===== src/rtl/mem_arbiter.sv =====
// mem_arbiter: serialises per-LSU read/write requests onto one shared data-memory channel.
// Define MEM_ARB_ROUND_ROBIN_EN for rotating priority; otherwise fixed priority (lowest index wins).
module mem_arbiter #(
    parameter int NUM_CONSUMERS = 4,
    parameter int ADDR_BITS     = 8,
    parameter int DATA_BITS     = 8
) (
    input  logic                               clk,
    input  logic                               reset,
    input  logic [NUM_CONSUMERS-1:0]           consumer_read_valid,
    input  logic [NUM_CONSUMERS*ADDR_BITS-1:0] consumer_read_address,
    output logic [NUM_CONSUMERS-1:0]           consumer_read_ready,
    output logic [NUM_CONSUMERS*DATA_BITS-1:0] consumer_read_data,
    input  logic [NUM_CONSUMERS-1:0]           consumer_write_valid,
    input  logic [NUM_CONSUMERS*ADDR_BITS-1:0] consumer_write_address,
    input  logic [NUM_CONSUMERS*DATA_BITS-1:0] consumer_write_data,
    output logic [NUM_CONSUMERS-1:0]           consumer_write_ready,
    output logic                               mem_read_valid,
    output logic [ADDR_BITS-1:0]               mem_read_address,
    input  logic                               mem_read_ready,
    input  logic [DATA_BITS-1:0]               mem_read_data,
    output logic                               mem_write_valid,
    output logic [ADDR_BITS-1:0]               mem_write_address,
    output logic [DATA_BITS-1:0]               mem_write_data,
    input  logic                               mem_write_ready
);
    localparam int IDX_BITS = (NUM_CONSUMERS > 1) ? $clog2(NUM_CONSUMERS) : 1;

    typedef enum logic [1:0] {IDLE, READ_WAIT, WRITE_WAIT, RELAY} state_t;

    state_t                 state_q, state_d;
    logic [IDX_BITS-1:0]    grant_q, grant_d;
    logic [IDX_BITS-1:0]    scan_base;
    logic                   mem_rvalid_q, mem_rvalid_d;
    logic [ADDR_BITS-1:0]   mem_raddr_q, mem_raddr_d;
    logic                   mem_wvalid_q, mem_wvalid_d;
    logic [ADDR_BITS-1:0]   mem_waddr_q, mem_waddr_d;
    logic [DATA_BITS-1:0]   mem_wdata_q, mem_wdata_d;
    logic [NUM_CONSUMERS-1:0] rready_q, rready_d;
    logic [NUM_CONSUMERS-1:0] wready_q, wready_d;
    logic [DATA_BITS-1:0]   rdata_q [NUM_CONSUMERS];
    logic [DATA_BITS-1:0]   rdata_d [NUM_CONSUMERS];
    logic [ADDR_BITS-1:0]   rd_addr [NUM_CONSUMERS];
    logic [ADDR_BITS-1:0]   wr_addr [NUM_CONSUMERS];
    logic [DATA_BITS-1:0]   wr_data [NUM_CONSUMERS];
    logic                   sel_found;
    logic [IDX_BITS-1:0]    sel_idx;
    logic                   relay_valid;
    int                     scan_idx;

    generate
        for (genvar gi = 0; gi < NUM_CONSUMERS; gi++) begin : g_port
            assign rd_addr[gi] = consumer_read_address[gi*ADDR_BITS +: ADDR_BITS];
            assign wr_addr[gi] = consumer_write_address[gi*ADDR_BITS +: ADDR_BITS];
            assign wr_data[gi] = consumer_write_data[gi*DATA_BITS +: DATA_BITS];
            assign consumer_read_data[gi*DATA_BITS +: DATA_BITS] = rdata_q[gi];
        end
    endgenerate

`ifdef MEM_ARB_ROUND_ROBIN_EN
    logic [IDX_BITS-1:0] ptr_q, ptr_d;
    assign scan_base = ptr_q;

    always_ff @(posedge clk) begin
        if (!reset) begin
            ptr_q <= '0;
        end else begin
            ptr_q <= ptr_d;
        end
    end
`else
    assign scan_base = '0;
`endif

    // First requester at or after scan_base, wrapping modulo NUM_CONSUMERS.
    always_comb begin
        sel_found = 1'b0;
        sel_idx   = '0;
        scan_idx  = 0;
        for (int k = 0; k < NUM_CONSUMERS; k++) begin
            scan_idx = (int'(scan_base) + k) % NUM_CONSUMERS;
            if (!sel_found && (consumer_read_valid[scan_idx] || consumer_write_valid[scan_idx])) begin
                sel_found = 1'b1;
                sel_idx   = IDX_BITS'(scan_idx);
            end
        end
    end

    // In RELAY the held ready tells which of the granted consumer's valids to watch.
    assign relay_valid = rready_q[grant_q] ? consumer_read_valid[grant_q]
                                           : consumer_write_valid[grant_q];

    always_comb begin
        state_d      = state_q;
        grant_d      = grant_q;
        mem_rvalid_d = mem_rvalid_q;
        mem_raddr_d  = mem_raddr_q;
        mem_wvalid_d = mem_wvalid_q;
        mem_waddr_d  = mem_waddr_q;
        mem_wdata_d  = mem_wdata_q;
        rready_d     = rready_q;
        wready_d     = wready_q;
        rdata_d      = rdata_q;
`ifdef MEM_ARB_ROUND_ROBIN_EN
        ptr_d        = ptr_q;
`endif
        case (state_q)
            IDLE: begin
                if (sel_found) begin
                    grant_d = sel_idx;
                    if (consumer_read_valid[sel_idx]) begin
                        mem_rvalid_d = 1'b1;
                        mem_raddr_d  = rd_addr[sel_idx];
                        state_d      = READ_WAIT;
                    end else begin
                        mem_wvalid_d = 1'b1;
                        mem_waddr_d  = wr_addr[sel_idx];
                        mem_wdata_d  = wr_data[sel_idx];
                        state_d      = WRITE_WAIT;
                    end
                end
            end
            READ_WAIT: begin
                if (mem_read_ready) begin
                    rdata_d[grant_q]  = mem_read_data;
                    rready_d[grant_q] = 1'b1;
                    mem_rvalid_d      = 1'b0;
                    state_d           = RELAY;
                end
            end
            WRITE_WAIT: begin
                if (mem_write_ready) begin
                    wready_d[grant_q] = 1'b1;
                    mem_wvalid_d      = 1'b0;
                    state_d           = RELAY;
                end
            end
            RELAY: begin
                if (!relay_valid) begin
                    rready_d[grant_q] = 1'b0;
                    wready_d[grant_q] = 1'b0;
`ifdef MEM_ARB_ROUND_ROBIN_EN
                    ptr_d = (grant_q == IDX_BITS'(NUM_CONSUMERS - 1)) ? '0 : grant_q + 1'b1;
`endif
                    state_d = IDLE;
                end
            end
            default: state_d = IDLE;
        endcase
    end

    always_ff @(posedge clk) begin
        if (!reset) begin
            state_q      <= IDLE;
            grant_q      <= '0;
            mem_rvalid_q <= 1'b0;
            mem_raddr_q  <= '0;
            mem_wvalid_q <= 1'b0;
            mem_waddr_q  <= '0;
            mem_wdata_q  <= '0;
            rready_q     <= '0;
            wready_q     <= '0;
            for (int i = 0; i < NUM_CONSUMERS; i++) begin
                rdata_q[i] <= '0;
            end
        end else begin
            state_q      <= state_d;
            grant_q      <= grant_d;
            mem_rvalid_q <= mem_rvalid_d;
            mem_raddr_q  <= mem_raddr_d;
            mem_wvalid_q <= mem_wvalid_d;
            mem_waddr_q  <= mem_waddr_d;
            mem_wdata_q  <= mem_wdata_d;
            rready_q     <= rready_d;
            wready_q     <= wready_d;
            rdata_q      <= rdata_d;
        end
    end

    assign mem_read_valid       = mem_rvalid_q;
    assign mem_read_address     = mem_raddr_q;
    assign mem_write_valid      = mem_wvalid_q;
    assign mem_write_address    = mem_waddr_q;
    assign mem_write_data       = mem_wdata_q;
    assign consumer_read_ready  = rready_q;
    assign consumer_write_ready = wready_q;

endmodule


===== config.mk =====
export PLATFORM = sky130hd
export DESIGN_NAME = mem_arbiter
export DESIGN_NICKNAME = d
export VERILOG_FILES = /design/src/rtl/mem_arbiter.sv
export SDC_FILE = /design/constraint.sdc
export NUM_CORES = 1
export LEC_CHECK = 0
export CELL_PAD_IN_SITES_DETAIL_PLACEMENT = 0
export CELL_PAD_IN_SITES_GLOBAL_PLACEMENT = 1
export CORE_ASPECT_RATIO = 1.25
export CORE_MARGIN = 2
export CORE_UTILIZATION = 26
export CTS_BUF_LIST = sky130_fd_sc_hd__clkbuf_8
export CTS_CLUSTER_SIZE = 25
export DETAILED_ROUTE_END_ITERATION = 7
export GPL_ROUTABILITY_DRIVEN = 0
export GPL_TIMING_DRIVEN = 0
export PLACE_DENSITY_LB_ADDON = 0.1
export SLEW_MARGIN = 20
export SYNTH_ARGS = -nofsm -noshare
export SYNTH_HDL_FRONTEND = slang
export SYNTH_SLANG_ARGS = --single-unit

===== constraint.sdc =====
create_clock -name clk -period 2 [get_ports clk]
set_input_delay 0.2 -clock clk [delete_from_list [all_inputs] [get_ports clk]]
set_output_delay 0.2 -clock clk [all_outputs]
set_load 0.02 [all_outputs]

==> flow_summary.ini, run 1 <==
[status]
status = complete, no violations

[drt]
vias = 4160
drtPass1Iterations = 6
vias_per_cell = 5.05
dr.first_iter.drc_count = 144
drt-total-wl_um = 14100
antenna_left = 0
wire_per_inst_um = 17.2
drc = 0

[cells_and_area]
layout.nets = 763
syn2layout_area_growth_pct = 66.2
layout.cells.non_filler = 823
final_layout_size_suffix_gt1_share_pct = 12.2
diodes = 0

[logic_synthesis]
synthCells = 449
synth_edf_count = 0
synth_cell_type_count = 37
syn_area_mm2 = 0.00365
synth_seq_cells = 70
ys_async_sr_fraction_pct = 0
synth_top_area_share_pct = 38.4
syn-num-nets = 569
synth_largest_area_cell = dfxtp_1
synth_commonest_cells = nand2_1, dfxtp_1, a211oi_1, and3_1, a21oi_1
ys_top_cells_by_area = dfxtp_1, a211oi_1, nand2_1
yosysSeqAreaShare_pct = 38.4
synth-main-ff-cell = dfxtp_1
avgSynthCellArea_um2 = 8.13
post-synth-top-count-cell = nand2_1
yosys_warnings = 0

[power_and_ir_drop]
max-vdd-ir-drop_mv = 0.324
p_per_area_mw_per_mm2 = 765
leakage_nw = 2.23

[floorplanning]
rows = 48
initial_core_util_pct = 26.5
die_w_um = 110
core_area_mm2 = 0.0138
die_area_mm2 = 0.0150
die_height_um = 136
io_pins = 182

[timing]
hold_viol_final = 0
finalSetupViolCount = 0
period_needed_ns = 1.98
min_period_over_period_pct = 99.0
max_freq_mhz = 505
drv_slew = 0
skew_ns = 0.0144
relSlewSlack_pct = 58.9
tightest_slew_ns = 0.613
rsz0062_at_grt = true
fin_setup_tns_ns = 0

[critical_path]
worstPathMaxFanout = 10
cp_data_required_time_ns = 2.27
arrival_ns = 2.25
critPathLaunchType = input port
cp-end-kind = flip-flop
path_class = input port to flip-flop

[clock_tree]
clock_path_buffers = 2
root_buffer = clkbuf_8
cts_tree = built
clock-sinks = 70
path_clk_slew_ns = 0.09
clock_insertion_delay_worst_skew_ns = 0.36
cts-htree-levels = 3
cts_made_buffers = 9

[flow_run]
drv_cap = 0

[grt]
grt_pass1_vias = 4167
overflow = 0
grt_pass1_wl_um = 21900
grt_max_degree = 20
antenna_found_initial = 0
grt_use_total_pct = 19.2

[placed_design]
post-dp-hpwl_um = 11100
io_buffers = 180
dp_cells = 804

[min_path]
hold_path_class = input port to flip-flop
layout by cell type, fill, tap and decap left out, drive strengths merged, types with 4 or more instances in the layout:
cell           instances
ha                     4
a21oi                 43
nor3                   8
nand2b                 6
clkdlybuf4s50        172
clkbuf                37
a211oi                49
nor2                  15
dfxtp                 70
buf                   10
or3                    4
and3                  49
nand2                 95
nand3                  6
o21ai                 10
o32ai                 24
inv                    9
dlygate4sd2            5
worst max-delay path, cell delays in order:
cell and delay [ns]:
dlygate4sd2_1 0.30, or4_4 0.56, nor2_4 0.18, a22oi_2 0.08
or3_1 0.32, buf_2 0.18, buf_6 0.17, o32ai_2 0.26
layout make-up:
class                      count  area, µm²
clock buffer                   9        124
multi-input combinational    339       2210
fill                        1438       7690
clock inverter                 7       78.8
buffer                        31        151
inverter                       6       22.5
tap                          175        219
sequential                    70       1410
timing repair buffer         186       1850
stage by stage:
stage | cell area [µm²] | hold slack [ns] | util [%] | power [mW] | worst slack (ns)
CTS | 6040 | 0.349 | 43.9 | 4.69 | 0.000617
global placement | 5670 | 0.441 | 41.2 | 3.39 | -1.05
detailed placement | 5670 | 0.448 | 41.2 | 3.41 | -1.07
global route | 6070 | 0.340 | 44.1 | 4.91 | -0.0356
floorplan | 3650 | 0.336 | - | 2.62 | 0.0259
finish | 6070 | 0.336 | 44.1 | 4.64 | 0.0198
report_power, final:
group          total, mW  switching, mW  internal, mW
Sequential          1.69          0.119          1.57
Clock               1.21          0.625         0.589
Combinational       1.74          0.908         0.833
Total               4.64           1.65          2.99
cell families (layout without fill, tap and decap cells):
| group | count (synthesis) | in the layout | share of synthesized area [%] |
|---|---|---|---|
| simple gates | 193 | 193 | 25.5 |
| mux | 6 | 6 | 2.67 |
| compound gates | 136 | 136 | 27.7 |
| flops | 70 | 70 | 38.4 |
| buf+inv | 40 | 239 | 4.39 |
| fa+ha+maj | 4 | 4 | 1.37 |
final timing paths:
kind / from / endpoint / slack (ns) / cells after the start
min: reset / mem_write_valid / 0.34 / 3
min reg2reg: consumer_read_data[26] / consumer_read_data[26] / 0.46 / 2
max reg2reg: state_q[0] / mem_write_address[4] / 0.05 / 7
max: consumer_read_valid[0] / mem_write_address[4] / 0.02 / 8
what timing repair did:
action,4_1_cts,5_1_grt
hold buffers,0,0
setup endpoints to repair,56,38
cloned,0,0
buffers inserted,6,0
pin swaps,4,2
resized for setup,39,20
endpoints found under the hold margin,0,0
routing by layer:
metal  vias to the layer above  routed length (µm)  track usage (%)
met5                         -                   0                0
met2                       176                7100             33.9
met3                        13                1240             5.94
li1                       2049                   -                -
met4                         0                 231             7.17
met1                      1922                5570             21.3
Note: power is estimated with default switching activity, not from simulation.
==> inputs of run 2 (changes only) <==
--- a/config.mk
+++ b/config.mk
@@ -7,7 +7,7 @@
 export LEC_CHECK = 0
 export CELL_PAD_IN_SITES_DETAIL_PLACEMENT = 0
 export CELL_PAD_IN_SITES_GLOBAL_PLACEMENT = 1
-export CORE_ASPECT_RATIO = 1.25
+export CORE_ASPECT_RATIO = 1.75
 export CORE_MARGIN = 2
 export CORE_UTILIZATION = 26
 export CTS_BUF_LIST = sky130_fd_sc_hd__clkbuf_8
==> flow_summary.ini, run 2 (synthesized netlist as in run 1, its figures left out) <==
[status]
status = complete, no violations

[timing]
skew_ns = 0.00894
max_freq_mhz = 516
drv_slew = 0
min_period_over_period_pct = 96.9
setup_slack_ns = 0.0616
relSlewSlack_pct = 58.0
finalSetupViolCount = 0
hold_viol_final = 0
tightest_slew_ns = 0.629
rsz0062_at_grt = true
period_needed_ns = 1.94

[clock_tree]
clock_insertion_delay_worst_skew_ns = 0.35
root_buffer = clkbuf_8
clock-sinks = 70
holdBufCountCts = 0
path_clk_slew_ns = 0.09
cts_made_buffers = 9
cts_tree = built
clock_path_buffers = 2
cts-htree-levels = 3

[flow_run]
drv_cap = 0

[min_path]
holdPathEnd = mem_write_valid
hold_path_class = input port to flip-flop
hold_depth = 3
min_from = reset

[drt]
dr.first_iter.drc_count = 117
vias_per_cell = 5.01
antenna_left = 0
wire_per_inst_um = 17.9
drc = 0
drtPass1Iterations = 4
drt-total-wl_um = 14800
vias = 4136

[grt]
grt_pass1_wl_um = 22600
grt_max_degree = 20
overflow = 0
antenna_found_initial = 0
grt_use_total_pct = 19.3
grt_pass1_vias = 4307

[cells_and_area]
layout.cells.non_filler = 825
final_cell_mix = clkdlybuf4s50_1, nand2_1, dfxtp_1
diodes = 0
syn2layout_area_growth_pct = 65.6
layout_commonest_cell = clkdlybuf4s50_1
final_layout_size_suffix_gt1_share_pct = 13.1
post-route-util_pct = 43.7
layout.nets = 763
fin_area_mm2 = 0.00604

[floorplanning]
initial_core_util_pct = 26.4
io_pins = 182
die_w_um = 93.6
rows = 57
core_area_mm2 = 0.0138
die_area_mm2 = 0.0150
die_height_um = 161

[critical_path]
slowest_delay_ns = 0.57
timing.rr.end = state_q[1]
cp_num_buf_inv = 3
path_class = input port to flip-flop
critPathLaunchType = input port
path_cells = dlygate4sd2_1 > or4_4 > nor2_4 > a22oi_2 > or3_1 > buf_2 > buf_6 > o32ai_2
r2r_cells = 5
rr_startpoint = grant_q[0]
worstPathMaxFanout = 10
path_delay_family = simple AND/OR/NAND/NOR gates
cp-end-kind = flip-flop
arrival_ns = 2.20
cp_data_required_time_ns = 2.26
cp_slowest_cell = or4_4
rrSetupSlack_ns = 0.10

[power_and_ir_drop]
max-vdd-ir-drop_mv = 0.313
leakage_nw = 2.21
p_per_area_mw_per_mm2 = 759

[placed_design]
post-place-ws_ns = -0.959
dp_cells = 806
io_buffers = 180
post-dp-hpwl_um = 11600
place_area_mm2 = 0.00567
==> run 2: power breakdown <==
group / internal (mW) / switching (mW) / leakage, nW / total [mW]
sequential: 1.57 / 0.122 / 0.569 / 1.69
combinational: 0.850 / 0.935 / 1.55 / 1.78
clock: 0.468 / 0.643 / 0.0923 / 1.11
==> run 2: through the flow <==
| stage | hold WS (ns) | TNS (ns) | power (mW) |
|---|---|---|---|
| CTS | 0.373 | 0 | 4.59 |
| finish | 0.393 | 0 | 4.59 |
| detailed placement | 0.446 | -26.96 | 3.42 |
| floorplan | 0.336 | 0 | 2.62 |
| global route | 0.425 | -0.0438 | 4.84 |
| global placement | 0.441 | -26.15 | 3.41 |
==> run 2: worst register-to-register path, delay by kind of cell, from the launching register on <==
kind | cells | cell delay (ns)
compound gates | 1 | 0.23
mux | 2 | 0.82
simple gates | 2 | 0.39
flops | 1 | 0.42
==> run 2: how the worst max path moves through the flow <==
stage,slack (ns),cells after the start,start,to
2_1_floorplan,0.03,6,grant_q[0],state_q[1]
3_3_place_gp,-0.95,8,consumer_read_valid[3],mem_write_data[3]
3_5_place_dp,-0.96,8,consumer_read_valid[3],mem_write_data[3]
4_1_cts,0.001,8,consumer_write_valid[3],mem_write_address[2]
5_1_grt,-0.02,8,consumer_read_valid[0],mem_write_data[5]
6_report,0.06,8,consumer_read_valid[0],mem_write_address[3]
==> run 2: metal layers <==
layer | share of wire (%) | GRT usage (%)
met5 | 0 | 0
met4 | 1.2 | 4.94
met3 | 6.4 | 5.68
met2 | 57 | 38.3
met1 | 36 | 19.0
==> run 2: repair_timing <==
item                                   CTS  global route
pin swaps                                4             1
setup endpoints to repair               59            52
gates resized for setup                 38            26
buffers inserted                         6             0
endpoints found under the hold margin    0             0
==> run 2: cell type report <==
cell class,count,area (µm²)
sequential,70,1410
tap,177,221
inverter,6,22.5
timing repair buffer,186,1840
clock inverter,7,55.1
fill,1450,7790
clock buffer,9,124
multi-input combinational,339,2230
buffer,31,154
==> edit 1 (flow settings as in run 1) <==
Change the parameter `DATA_BITS` from 8 to 12.
--- a/src/rtl/mem_arbiter.sv
+++ b/src/rtl/mem_arbiter.sv
@@ -3,7 +3,7 @@
 module mem_arbiter #(
     parameter int NUM_CONSUMERS = 4,
     parameter int ADDR_BITS     = 8,
-    parameter int DATA_BITS     = 8
+    parameter int DATA_BITS     = 12
 ) (
     input  logic                               clk,
     input  logic                               reset,
Interface: changed (resized consumer_read_data, consumer_write_data, mem_read_data and mem_write_data); port bits go from 182 to 222. The function was not compared with the original's and may differ.
==> edit 1 against run 1 <==
Largest cell class unchanged; sequential power is 24% higher; cell count is 23% higher; largest power group is now registers; critical path type unchanged; synthesized area is 26% higher; total power grew 18%; worst setup slack improved by 0.046 ns; wire length rose by 28%; highest routed layer unchanged; sequential cell count grew 20; synthesized cell count increased by 23%; design area is 22% higher.
==> edit 1: results (changes against run 1) <==
| Metric | Value |
|---|---|
| Outcome | `finished clean` |
| Total GRT Usage | `0.192 (+0.000222)` |
| Layout Cells excl Fill | `1,011 (+23%)` |
| IO Port Bufs | `221 (+23%)` |
| DR WL/cell | `17.9 um (+4.2%)` |
| CTS Buf Count | `9 (unchanged)` |
| Setup bufs post-CTS | `0 (-6)` |
| Layout cells sized above 1 | `0.126 (+0.00388)` |
| Initial DRC Count | `211 (+47%)` |
| Leak pwr | `2.68 nW (+21%)` |
| Dpl cells | `997 (+24%)` |
| Worst skew pair latency | `0.37 ns` |
| FFs w/ async S/R, synth | `0 (unchanged)` |
| Placed cell area | `0.00711 mm^2 (+25%)` |
| Worst-case headroom to the max-slew limit | `0.549 (-0.0400)` |
| CP max stage delay | `0.65 ns (+0.09 ns)` |
| Sequential share of the synthesized area | `0.390 (+0.00631)` |
| Max IR drop VDD | `0.332 mV (+2.3%)` |
| Hpwl dp | `14,400 um (+29%)` |
| Largest net degree at the start of global routing | `18 (-10%)` |
| Filler cell count | `1,820 (+27%)` |
| Via Count | `5,042 (+21%)` |
| Nets | `922 (+21%)` |
| Hold crit path type | `reg2reg` |
| Syn_area_per_cell | `8.37 um^2 (+2.9%)` |
| Yosys cell types | `45 (+22%)` |
| Mapped Nets | `692 (+22%)` |
| Synth cell count leaders | `nand2_1 (131), dfxtp_1 (90), a211oi_1 (58), and3_1 (56), a21oi_1 (54)` |
| CP Data Arrival Time | `2.18 ns (-0.07 ns)` |
| Vias in the first global route | `5,151 (+24%)` |
| Post-Place Setup Slack | `-0.742 ns (+0.326 ns)` |
| First-pass GRT wire length | `28,100 um (+28%)` |
| Ys flop type | `dfxtp_1` |
| CP max-delay cell | `nor4_1` |
| Setup Skew | `0.0138 ns (-0.000602 ns)` |
| First-pass DRT Iterations | `4 (-2)` |
| Main area contributors after synthesis | `dfxtp_1 (39%), nand2_1 (11%), a211oi_1 (9.4%), and3_1 (7.6%), o32ai_2 (7.0%)` |
edit 1: critical path: cells and delay by family:
family / cells / cell delay (ns)
AO/OA/AOI/OAI: 2 / 0.42
buffers and inverters: 3 / 0.84
AND/OR/NAND/NOR: 2 / 0.73
edit 1: kinds of logic after synthesis:
kind of cell / after synthesis / share of synthesized area
AOI/OAI and AO/OA: 158 / 0.276
buffers and inverters: 58 / 0.0591
DFF: 90 / 0.390
and+or+nand+nor: 236 / 0.243
adders and majority gates: 4 / 0.0108
muxes: 6 / 0.0214
edit 1: repair_timing:
action / CTS / global route
setup endpoints to repair: 40 / 73
hold endpoints to repair: 0 / 0
gates resized for setup: 17 / 36
cloned: 0 / 0
edit 1: path summary, 6_finish.rpt:
path / cells after the start / slack, ns / end / from
worst max-delay path: 7 / 0.07 / mem_write_data[1]$_SDFFE_PN0P_ / consumer_write_valid[2]
worst min-delay path: 2 / 0.46 / consumer_read_data[42]$_SDFFE_PN0P_ / consumer_read_data[42]$_SDFFE_PN0P_
worst max register to register: 6 / 0.08 / register / grant_q[0]$_SDFFE_PN0P_
worst min register to register: 2 / 0.46 / consumer_read_data[42]$_SDFFE_PN0P_ / consumer_read_data[42]$_SDFFE_PN0P_
edit 1: layout make-up:
cell class | instances | area, um^2 | area share
buffer | 50 | 282 | 0.0380
tap | 224 | 280 | 0.0378
clock buffer | 9 | 124 | 0.0167
multi-input combinational | 404 | 2610 | 0.351
inverter | 6 | 22.5 | 0.00304
clock inverter | 7 | 83.8 | 0.0113
timing repair buffer | 221 | 2220 | 0.299
sequential | 90 | 1800 | 0.243
edit 1: per-stage QoR:
stage | utilization | hold slack (ns)
floorplan | - | 0.336
global placement | 0.408 | 0.444
detailed placement | 0.408 | 0.448
CTS | 0.422 | 0.463
global route | 0.425 | 0.480
finish | 0.425 | 0.459
edit 1: power breakdown:
group	internal [mW]	switching (mW)
sequential	1.98	0.119
clock	0.606	0.760
combinational	0.953	1.04
total	3.54	1.92
edit 1: layer usage:
layer  share of wire  vias to the layer above  track usage  wire, um
met5               0                        -            0         0
met4           0.010                        0       0.0476       185
met3           0.083                       13       0.0627      1510
met2            0.51                      185        0.343      9320
met1            0.39                     2373        0.218      7090
li1                -                     2471            -         -
==> edit 2 (settings of run 1) <==
Without the edit above. Take the reset off `mem_raddr_q`, `mem_waddr_q` and `mem_wdata_q` and load them in a clocked block of their own.
--- a/src/rtl/mem_arbiter.sv
+++ b/src/rtl/mem_arbiter.sv
@@ -154,10 +154,7 @@
             state_q      <= IDLE;
             grant_q      <= '0;
             mem_rvalid_q <= 1'b0;
-            mem_raddr_q  <= '0;
             mem_wvalid_q <= 1'b0;
-            mem_waddr_q  <= '0;
-            mem_wdata_q  <= '0;
             rready_q     <= '0;
             wready_q     <= '0;
             for (int i = 0; i < NUM_CONSUMERS; i++) begin
@@ -167,14 +164,17 @@
             state_q      <= state_d;
             grant_q      <= grant_d;
             mem_rvalid_q <= mem_rvalid_d;
-            mem_raddr_q  <= mem_raddr_d;
             mem_wvalid_q <= mem_wvalid_d;
-            mem_waddr_q  <= mem_waddr_d;
-            mem_wdata_q  <= mem_wdata_d;
             rready_q     <= rready_d;
             wready_q     <= wready_d;
             rdata_q      <= rdata_d;
         end
+    end
+
+    always_ff @(posedge clk) begin
+        mem_raddr_q <= mem_raddr_d;
+        mem_waddr_q <= mem_waddr_d;
+        mem_wdata_q <= mem_wdata_d;
     end
 
     assign mem_read_valid       = mem_rvalid_q;
Function: changed (Yosys sat finds a counterexample within 4 cycles, from zero or initial values and one cycle with reset low).
==> edit 2 against run 1 <==
Utilization grew 0.73 points; sequential cell count is the same; worst setup slack gained 0.052 ns; hold slack lost 0.043 ns; synthesized area shrank 7.8%; wire length shrank 17%; combinational power shrank 7%; maximum frequency grew 2.7%; cell count shrank 19%; total power grew 2.1%; design area shrank 6.4%; global-route usage shrank 2.1 points; largest power group is now registers.
==> edit 2: results (changes against run 1) <==
| Metric | Value |
|---|---|
| Setup WS post-layout | `0.0720 ns (+0.0523 ns)` |
| Met2 usage | `0.296 (-0.0427)` |
| Post-Route M1 WL | `4780 um (-14%)` |
| Via Count | `3,128 (-25%)` |
| Synth warnings | `0 (unchanged)` |
| CP max-delay cell | `clkdlybuf4s50_1` |
| Routed wl met3 | `840 um (-32%)` |
| Leak pwr | `1.96 nW (-12%)` |
| Comb pwr share | `0.341 (-0.034)` |
| Initial DRC Count | `112 (-22%)` |
| Worst-case headroom to the max-slew limit | `0.608 (+0.0187)` |
| Worst R2R Start | `grant_q[1]$_SDFFE_PN0P_` |
| CP Data Arrival Time | `2.02 ns (-0.23 ns)` |
| R2R Setup Slk | `0.18 ns (+0.13 ns)` |
| Drt total wl | `11,700 um (-17%)` |
| CP top delay family | `buffers and inverters` |
| Root buffer cell | `clkbuf_8` |
| Setup Skew | `0.0113 ns (-0.00304 ns)` |
| Layout Cells excl Fill | `667 (-19%)` |
| CP Launch Point | `consumer_write_valid[2]` |
| Mux contribution to synthesized area | `0.191 (+0.165)` |
| Dpl cells | `646 (-20%)` |
| Largest net degree at the start of global routing | `18 (-10%)` |
| Worst skew pair latency | `0.36 ns (about the same)` |
| Compound-cell area share of the yosys netlist | `0.127 (-0.150)` |
| Synth cell count leaders | `nand2_1 (71), dfxtp_1 (46), a21oi_1 (39), mux4_2 (26), edfxtp_1 (24)` |
| Nets | `614 (-20%)` |
| Hpwl dp | `8980 um (-19%)` |
| Setup bufs post-CTS | `2 (-4)` |
| Number of synthesized flops with an enable pin | `24 (+24)` |
| First-pass GRT wire length | `18,500 um (-16%)` |
| Placed cell area | `0.00538 mm^2 (-5.2%)` |
| Outcome | `finished clean` |
| Max IR drop VDD | `0.318 mV (-1.9%)` |
| Mapped Nets | `418 (-27%)` |
| Post-synthesis adder-cell area fraction | `0.0149 (+0.00116)` |
| Sw Ratio | `0.318 (-0.0376)` |
| Vias in the first global route | `3,257 (-22%)` |
| CP max stage delay | `0.62 ns (+0.06 ns)` |
| First-pass DRT Iterations | `4 (-2)` |
| Total GRT Usage | `0.171 (-0.0208)` |
| Pwr Total | `4.74 mW (+2.1%)` |
| Main area contributors after synthesis | `dfxtp_1 (27%), edfxtp_1 (21%), mux4_2 (17%), nand2_1 (7.9%), a21oi_1 (5.8%)` |
| Hold crit path type | `in2reg` |
| Layout cells sized above 1 | `0.150 (+0.0284)` |
| Seq power | `1.83 mW (+8%)` |
| Yosys cell types | `43 (+16%)` |
| Post-cts gate resize count | `7 (-82%)` |
| Syn_area_per_cell | `11.3 um^2 (+39%)` |
| Routed length on met2 | `5820 um (-18%)` |
| Routing usage on met1 | `0.201 (-0.0121)` |
| Post-Place Setup Slack | `-0.785 ns (+0.283 ns)` |
[edit 2: worst min path at each step]
| stage | start | endpoint | slack (ns) | cells after the start |
|---|---|---|---|---|
| after floorplan | mem_read_data[0] | consumer_read_data[0]$_SDFFE_PN0P_ | 0.34 | 2 |
| after global placement | consumer_read_data[29]$_SDFFE_PN0P_ | consumer_read_data[29]$_SDFFE_PN0P_ | 0.44 | 2 |
| after detailed placement | consumer_read_data[8]$_SDFFE_PN0P_ | consumer_read_data[8]$_SDFFE_PN0P_ | 0.45 | 2 |
| after CTS | reset | register | 0.27 | 2 |
| after global routing | reset | register | 0.31 | 2 |
| final | reset | register | 0.29 | 2 |
[edit 2: layout make-up]
class | count | area (um^2)
clock inverters | 7 | 96.3
clock buffers | 9 | 124
flip-flops and latches | 70 | 1640
well taps | 168 | 210
multi-input cells | 208 | 1650
repair buffers | 186 | 1850
fillers | 1226 | 6980
inverters | 7 | 26.3
plain buffers | 12 | 82.6
